`src/rtl/restart_sequencer.sv`:
```
// Restart sequencer: arbitrates restart requests, pulses RESTART_ALL to the POR FSM,
// confirms the RUN drop/return, retries, and enforces a hold-off. Optional `LOCK_WDOG_EN adds a lock-loss watchdog.
module restart_sequencer #(
    parameter logic [15:0] HOLDOFF   = 16'd1000,
    parameter logic [4:0]  DROP_TMO  = 5'd16,
    parameter logic [23:0] RUN_TMO   = 24'hFFFFFF,
    parameter logic [1:0]  MAX_RETRY = 2'd3,
    parameter logic [15:0] LOCK_FLT  = 16'd255
) (
    input  logic       CLK,
    input  logic       RST,
    input  logic [3:0] REQ,
    input  logic [3:0] POR_STATE,
    input  logic       RUN,
    input  logic       QPLL_LOCK,
    input  logic       MMCM_LOCK,
    input  logic       CLR_STATUS,
    output logic       RESTART_ALL,
    output logic [3:0] ACK,
    output logic       BUSY,
    output logic       FAIL,
    output logic [2:0] CAUSE,
    output logic [7:0] RESTART_CNT
);

    localparam logic [3:0] RUN_STATE = 4'b0101;
    localparam logic [2:0] NO_CAUSE  = 3'd7;

    typedef enum logic [2:0] {
        S_IDLE    = 3'd0,
        S_ISSUE   = 3'd1,
        S_W4DROP  = 3'd2,
        S_W4RUN   = 3'd3,
        S_HOLDOFF = 3'd4,
        S_FAILED  = 3'd5
    } state_t;

    state_t      state_r;
    logic [23:0] timer_r;
    logic [1:0]  retry_r;
    logic [4:0]  pending_r;
    logic [3:0]  req_d_r;
    logic [2:0]  grant_idx_s;
    logic [4:0]  grant_mask_s;
    logic        wdog_s;

    // Lowest set index wins; 7 means nothing pending.
    function automatic logic [2:0] lowest_idx(input logic [4:0] p);
        logic [2:0] idx;
        idx = 3'd7;
        for (int i = 4; i >= 0; i--) begin
            if (p[i]) idx = 3'(i);
            else      idx = idx;
        end
        return idx;
    endfunction

    // True on the last cycle of a state stay lasting lim cycles (timer is 0 on entry).
    function automatic logic reached(input logic [23:0] t, input logic [23:0] lim);
        return ({1'b0, t} + 25'd1) == {1'b0, lim};
    endfunction

    function automatic logic [3:0] ack_of(input logic [2:0] idx);
        return idx[2] ? 4'b0000 : (4'b0001 << idx[1:0]);
    endfunction

`ifdef LOCK_WDOG_EN
    logic [15:0] lock_cnt_r;

    // Watchdog fires on the cycle that completes LOCK_FLT consecutive lock-loss cycles.
    always_comb begin
        wdog_s = 1'b0;
        if (RUN && !(QPLL_LOCK && MMCM_LOCK) &&
            (({1'b0, lock_cnt_r} + 17'd1) == {1'b0, LOCK_FLT})) begin
            wdog_s = 1'b1;
        end else begin
            wdog_s = 1'b0;
        end
    end

    // Lock-loss run counter, only meaningful while the POR FSM is running.
    always_ff @(posedge CLK) begin
        if (RST || !RUN || (QPLL_LOCK && MMCM_LOCK) || wdog_s) begin
            lock_cnt_r <= 16'd0;
        end else begin
            lock_cnt_r <= lock_cnt_r + 16'd1;
        end
    end
`else
    logic unused_lock_s;
    assign unused_lock_s = QPLL_LOCK ^ MMCM_LOCK;
    assign wdog_s        = 1'b0;
`endif

    // Grant selection: only from IDLE while the POR FSM sits in its run state.
    always_comb begin
        grant_idx_s  = NO_CAUSE;
        grant_mask_s = 5'd0;
        if ((state_r == S_IDLE) && RUN && (POR_STATE == RUN_STATE)) begin
            grant_idx_s = lowest_idx(pending_r);
        end else begin
            grant_idx_s = NO_CAUSE;
        end
        if (grant_idx_s != NO_CAUSE) begin
            grant_mask_s = 5'b00001 << grant_idx_s;
        end else begin
            grant_mask_s = 5'd0;
        end
    end

    // Request edge capture and pending set; clear drops same-cycle edges.
    always_ff @(posedge CLK) begin
        if (RST) begin
            req_d_r   <= 4'd0;
            pending_r <= 5'd0;
        end else begin
            req_d_r <= REQ;
            if (CLR_STATUS) begin
                pending_r <= 5'd0;
            end else begin
                pending_r <= (pending_r & ~grant_mask_s) | {wdog_s, REQ & ~req_d_r};
            end
        end
    end

    // Sequencer FSM with registered outputs.
    always_ff @(posedge CLK) begin
        if (RST || CLR_STATUS) begin
            state_r     <= S_IDLE;
            timer_r     <= 24'd0;
            retry_r     <= 2'd0;
            RESTART_ALL <= 1'b0;
            ACK         <= 4'd0;
            BUSY        <= 1'b0;
            FAIL        <= 1'b0;
            CAUSE       <= NO_CAUSE;
            RESTART_CNT <= 8'd0;
        end else begin
            RESTART_ALL <= 1'b0;
            ACK         <= 4'd0;
            timer_r     <= (timer_r == 24'hFFFFFF) ? timer_r : timer_r + 24'd1;
            case (state_r)
                S_IDLE: begin
                    if (grant_idx_s != NO_CAUSE) begin
                        state_r     <= S_ISSUE;
                        timer_r     <= 24'd0;
                        retry_r     <= 2'd0;
                        CAUSE       <= grant_idx_s;
                        RESTART_ALL <= 1'b1;
                        ACK         <= ack_of(grant_idx_s);
                        BUSY        <= 1'b1;
                        RESTART_CNT <= (RESTART_CNT == 8'hFF) ? RESTART_CNT : RESTART_CNT + 8'd1;
                    end
                end
                S_ISSUE: begin
                    state_r <= S_W4DROP;
                    timer_r <= 24'd0;
                end
                S_W4DROP: begin
                    if (!RUN) begin
                        state_r <= S_W4RUN;
                        timer_r <= 24'd0;
                    end else if (reached(timer_r, {19'd0, DROP_TMO})) begin
                        timer_r <= 24'd0;
                        if (retry_r == MAX_RETRY) begin
                            state_r <= S_FAILED;
                            FAIL    <= 1'b1;
                            BUSY    <= 1'b0;
                        end else begin
                            // Re-issue without an ACK: the requester was already acknowledged.
                            state_r     <= S_ISSUE;
                            retry_r     <= retry_r + 2'd1;
                            RESTART_ALL <= 1'b1;
                            RESTART_CNT <= (RESTART_CNT == 8'hFF) ? RESTART_CNT : RESTART_CNT + 8'd1;
                        end
                    end
                end
                S_W4RUN: begin
                    if (RUN && (POR_STATE == RUN_STATE)) begin
                        state_r <= S_HOLDOFF;
                        timer_r <= 24'd0;
                    end else if (reached(timer_r, RUN_TMO)) begin
                        state_r <= S_FAILED;
                        timer_r <= 24'd0;
                        FAIL    <= 1'b1;
                        BUSY    <= 1'b0;
                    end
                end
                S_HOLDOFF: begin
                    if (reached(timer_r, {8'd0, HOLDOFF})) begin
                        state_r <= S_IDLE;
                        timer_r <= 24'd0;
                        BUSY    <= 1'b0;
                    end
                end
                S_FAILED: begin
                    FAIL <= 1'b1;
                    BUSY <= 1'b0;
                end
                default: begin
                    state_r <= S_IDLE;
                    timer_r <= 24'd0;
                    BUSY    <= 1'b0;
                end
            endcase
        end
    end

endmodule

```
`config.mk`:
```
export PLATFORM = sky130hd
export DESIGN_NAME = restart_sequencer
export DESIGN_NICKNAME = d
export VERILOG_FILES = /design/src/rtl/restart_sequencer.sv
export SDC_FILE = /design/constraint.sdc
export NUM_CORES = 1
export LEC_CHECK = 0
export BUFFER_PORTS_ARGS = -buffer_cell sky130_fd_sc_hd__buf_2
export CORE_MARGIN = 1
export CORE_UTILIZATION = 57
export CTS_BUF_LIST = sky130_fd_sc_hd__clkbuf_4 sky130_fd_sc_hd__clkbuf_8 sky130_fd_sc_hd__clkbuf_16
export DETAILED_ROUTE_END_ITERATION = 16
export PLACE_DENSITY = 0.84
export SYNTH_ARGS = -nofsm -noshare
export SYNTH_HDL_FRONTEND = slang
export SYNTH_SLANG_ARGS = --single-unit
```
`constraint.sdc`:
```
create_clock -name CLK -period 3.85 [get_ports CLK]
set_clock_uncertainty 0.15 [all_clocks]
set_input_delay 0.5775 -clock CLK [delete_from_list [all_inputs] [get_ports CLK]]
set_output_delay 0.5775 -clock CLK [all_outputs]
set_load 0.01 [all_outputs]
```
==> insert_results.sql <==
INSERT INTO impl_metrics (metric_group, metric, value, unit) VALUES
('placement', 'place_congestion', '0.922', ''),
('synthesis', 'synth_nets', '395', ''),
('worst_setup_path', 'worst_r2r_endpoint', 'RESTART_CNT[6]', ''),
('timing', 'tns', '0', 'ns'),
('placement', 'io_buffer_count', '29', ''),
('worst_setup_path', 'critPathRequiredTime', '3.95', 'ns'),
('worst_setup_path', 'critical_path.slowest_cell', 'sky130_fd_sc_hd__a211oi_1', ''),
('placement', 'dp_cells', '456', ''),
('power', 'p_comb_share', '4.3', '%'),
('worst_setup_path', 'crit_path_end_kind', 'flip-flop', ''),
('synthesis', 'asyncSetResetFlopFracSynth', '0', '%'),
('worst_setup_path', 'cpPeakStageDelay', '0.54', 'ns'),
('clocking', 'htreeDepth', '2', ''),
('synthesis', 'yosys.area_share.simple', '30.1', '%'),
('worst_setup_path', 'worstPathBufferInverterCount', '1', ''),
('synthesis', 'synth.top_cells.by_count', '56 x sky130_fd_sc_hd__dfxtp_1, 42 x sky130_fd_sc_hd__a21oi_1, 24 x sky130_fd_sc_hd__nor2_1', ''),
('global_route', 'first_global_vias', '2400', ''),
('timing', 'timing.final.setup_violations', '0', ''),
('synthesis', 'post_synth_fa_ha_maj_area_fraction', '2.02', '%'),
('worst_setup_path', 'crit_fanout', '10', ''),
('floorplanning', 'core-area', '5170', 'um^2'),
('placement', 'post-dp-hpwl', '4520', 'um'),
('synthesis', 'synthMostInstantiatedCell', 'sky130_fd_sc_hd__dfxtp_1', ''),
('global_route', 'grt_first_pass_wirelength', '10600', 'um'),
('worst_hold_path', 'holdCritStartpoint', 'RST', ''),
('timing', 'timing.final.crit_share', '92.9', '%'),
('power', 'p_int', '735', 'uW'),
('power', 'vdd_ir_drop_max', '0.170', 'mV'),
('synthesis', 'synth-xor-area-share', '7.08', '%'),
('status', 'outcome', 'finished clean', ''),
('timing', 'timing_hold_violations_final', '0', ''),
('worst_setup_path', 'crit_arrival', '3.68', 'ns'),
('floorplanning', 'die_y', '75.7', 'um'),
('routing', 'route.vias.total', '2829', ''),
('power', 'power.leakage', '1.19', 'nW'),
('global_route', 'grt_max_degree', '25', ''),
('routing', 'routedWlPerCell', '13.8', 'um'),
('floorplanning', 'dieArea', '5730', 'um^2'),
('synthesis', 'seq_area_frac_synth', '36.2', '%'),
('worst_setup_path', 'critPathTopFamily', 'simple AND/OR/NAND/NOR gates', ''),
('global_route', 'globalRouteOverflowTotal', '0', ''),
('power', 'p_sw_share', '24.5', '%'),
('routing', 'detailed_routing_iteration_count_for_the_pre_antenna_repair_pass', '5', ''),
('final_layout', 'nets', '412', ''),
('floorplanning', 'placement_rows', '26', ''),
('clocking', 'numClockSinks', '56', ''),
('power', 'clock_power_share', '35.1', '%'),
('worst_hold_path', 'timing.hold.worst_path_depth', '2', ''),
('clocking', 'cts_tree', 'yes', ''),
('final_layout', 'post_layout_nonfiller_instances', '464', ''),
('clocking', 'clk_root_buffer_cell', 'sky130_fd_sc_hd__clkbuf_8', ''),
('clocking', 'post_cts_hold_buffer_count', '0', ''),
('worst_hold_path', 'worst_hold_path_type', 'primary input to flip-flop', ''),
('worst_setup_path', 'reg2reg_setup_slack', '0.27', 'ns'),
('floorplanning', 'io_pins', '32', ''),
('power', 'seqPwrFrac', '60.7', '%'),
('synthesis', 'postSynthCellCount', '376', ''),
('timing', 'timing_worst_slew_pin_value', '0.784', 'ns'),
('worst_setup_path', 'timing_worst_setup_path_type', 'flip-flop to flip-flop', ''),
('final_layout', 'growth_of_design_area_from_synthesis_to_finish', '8.17', '%'),
('worst_setup_path', 'worstSetupEndpoint', 'RESTART_CNT[6]', ''),
('worst_setup_path', 'timing.critical_path.cells', 'ha_1 -> nand3_2 -> or3_1 -> a211o_1 -> a211oi_1 -> and3_1 -> a22oi_1 -> buf_4 -> or4_1 -> a21oi_1', ''),
('clocking', 'clkLatencyLatePin', '0.32', 'ns'),
('power', 'power.switching', '238', 'uW'),
('synthesis', 'synth_top_family_by_area', 'simple AND/OR/NAND/NOR gates', ''),
('timing', 'max-slew-margin-rel', '47.6', '%'),
('placement', 'dpl_cell_area', '3250', 'um^2'),
('synthesis', 'synth_largest_area_cell', 'sky130_fd_sc_hd__dfxtp_1', ''),
('global_route', 'initial_antenna_violation_count', '0', ''),
('synthesis', 'register_bit_count_reported_by_yosys', '56', ''),
('synthesis', 'synth_edf_count', '0', '');
-- logic make-up (layout without fill, tap and decap cells) --
kind of cell,Yosys count,count (layout)
mux,7,7
xor+xnor,25,25
flops,56,56
simple gates,158,158
compound gates,89,89
buf+inv,36,54
fa+ha+maj,5,5
-- power groups by stage --
| stage | clock network [mW] | registers, mW | logic (mW) |
|---|---|---|---|
| detailed placement | 0 | 0.604 | 0.0413 |
| finish | 0.341 | 0.590 | 0.0416 |
| global route | 0.375 | 0.592 | 0.0471 |
| CTS | 0.352 | 0.590 | 0.0415 |
| floorplan | 0 | 0.602 | 0.0284 |
| global placement | 0 | 0.603 | 0.0403 |
-- flip-flops by register name, indices dropped and copies added, names as in the netlist --
register,count
RESTART_ALL,1
CAUSE,3
FAIL,1
req_d_r,4
timer_r,24
state_r,3
pending_r,5
ACK,4
retry_r,2
RESTART_CNT,8
BUSY,1
-- stage by stage --
stage / worst slack, ns / power [mW]
6_report: 0.274 / 0.973
3_5_place_dp: 0.374 / 0.645
2_1_floorplan: 0.832 / 0.631
3_3_place_gp: 0.458 / 0.644
5_1_grt: 0.0790 / 1.01
4_1_cts: 0.337 / 0.984
-- placed cells by master, fill, tap and decap left out, drive strengths merged, types with 5 or more instances in the layout --
| master | count |
|---|---|
| dfxtp | 56 |
| a21oi | 42 |
| buf | 33 |
| nor2 | 25 |
| nand3 | 21 |
| nand2 | 20 |
| o21ai | 17 |
| nor3 | 15 |
| xnor2 | 15 |
| inv | 14 |
| and3 | 11 |
| xor2 | 10 |
| nor2b | 9 |
| nand4 | 9 |
| nor4 | 9 |
| or4 | 7 |
| or3 | 7 |
| mux2i | 7 |
| and4 | 5 |
| nand2b | 5 |
| a31oi | 5 |
| ha | 5 |
| clkbuf | 5 |
| o31ai | 5 |
-- layer usage --
metal	part of all wire, %	wire, um	global-route usage (%)	vias up
met5	0	0	0	-
met4	1.5	98	9.67	0
met3	5.4	347	5.69	13
met2	46	2960	37.8	98
met1	47	3010	31.6	1314
li1	-	-	-	1404
-- worst min path at each step --
stage	to	slack, ns
CTS	req_d_r[2]	0.31
finish	req_d_r[2]	0.32
global placement	BUSY	0.29
global route	req_d_r[3]	0.32
detailed placement	FAIL	0.31
floorplan	ACK[3]	0.30
-- area by class of cell --
cell class | instances | area, um^2
clock inverter | 3 | 27.5
sequential | 56 | 1120
tap | 70 | 87.6
fill | 450 | 1830
timing repair buffer | 33 | 175
inverter | 13 | 48.8
clock buffer | 5 | 68.8
multi-input combinational | 284 | 1820
-- worst reg2reg max path, delay by kind of cell (launching register included) --
family	cells	cell delay [ns]
AO/OA/AOI/OAI	4	1.08
adder cells (fa/ha/maj)	1	0.31
buffers and inverters	1	0.21
flip-flops	1	0.48
AND/OR/NAND/NOR	4	1.27
Power figures use the tool's default switching activity.
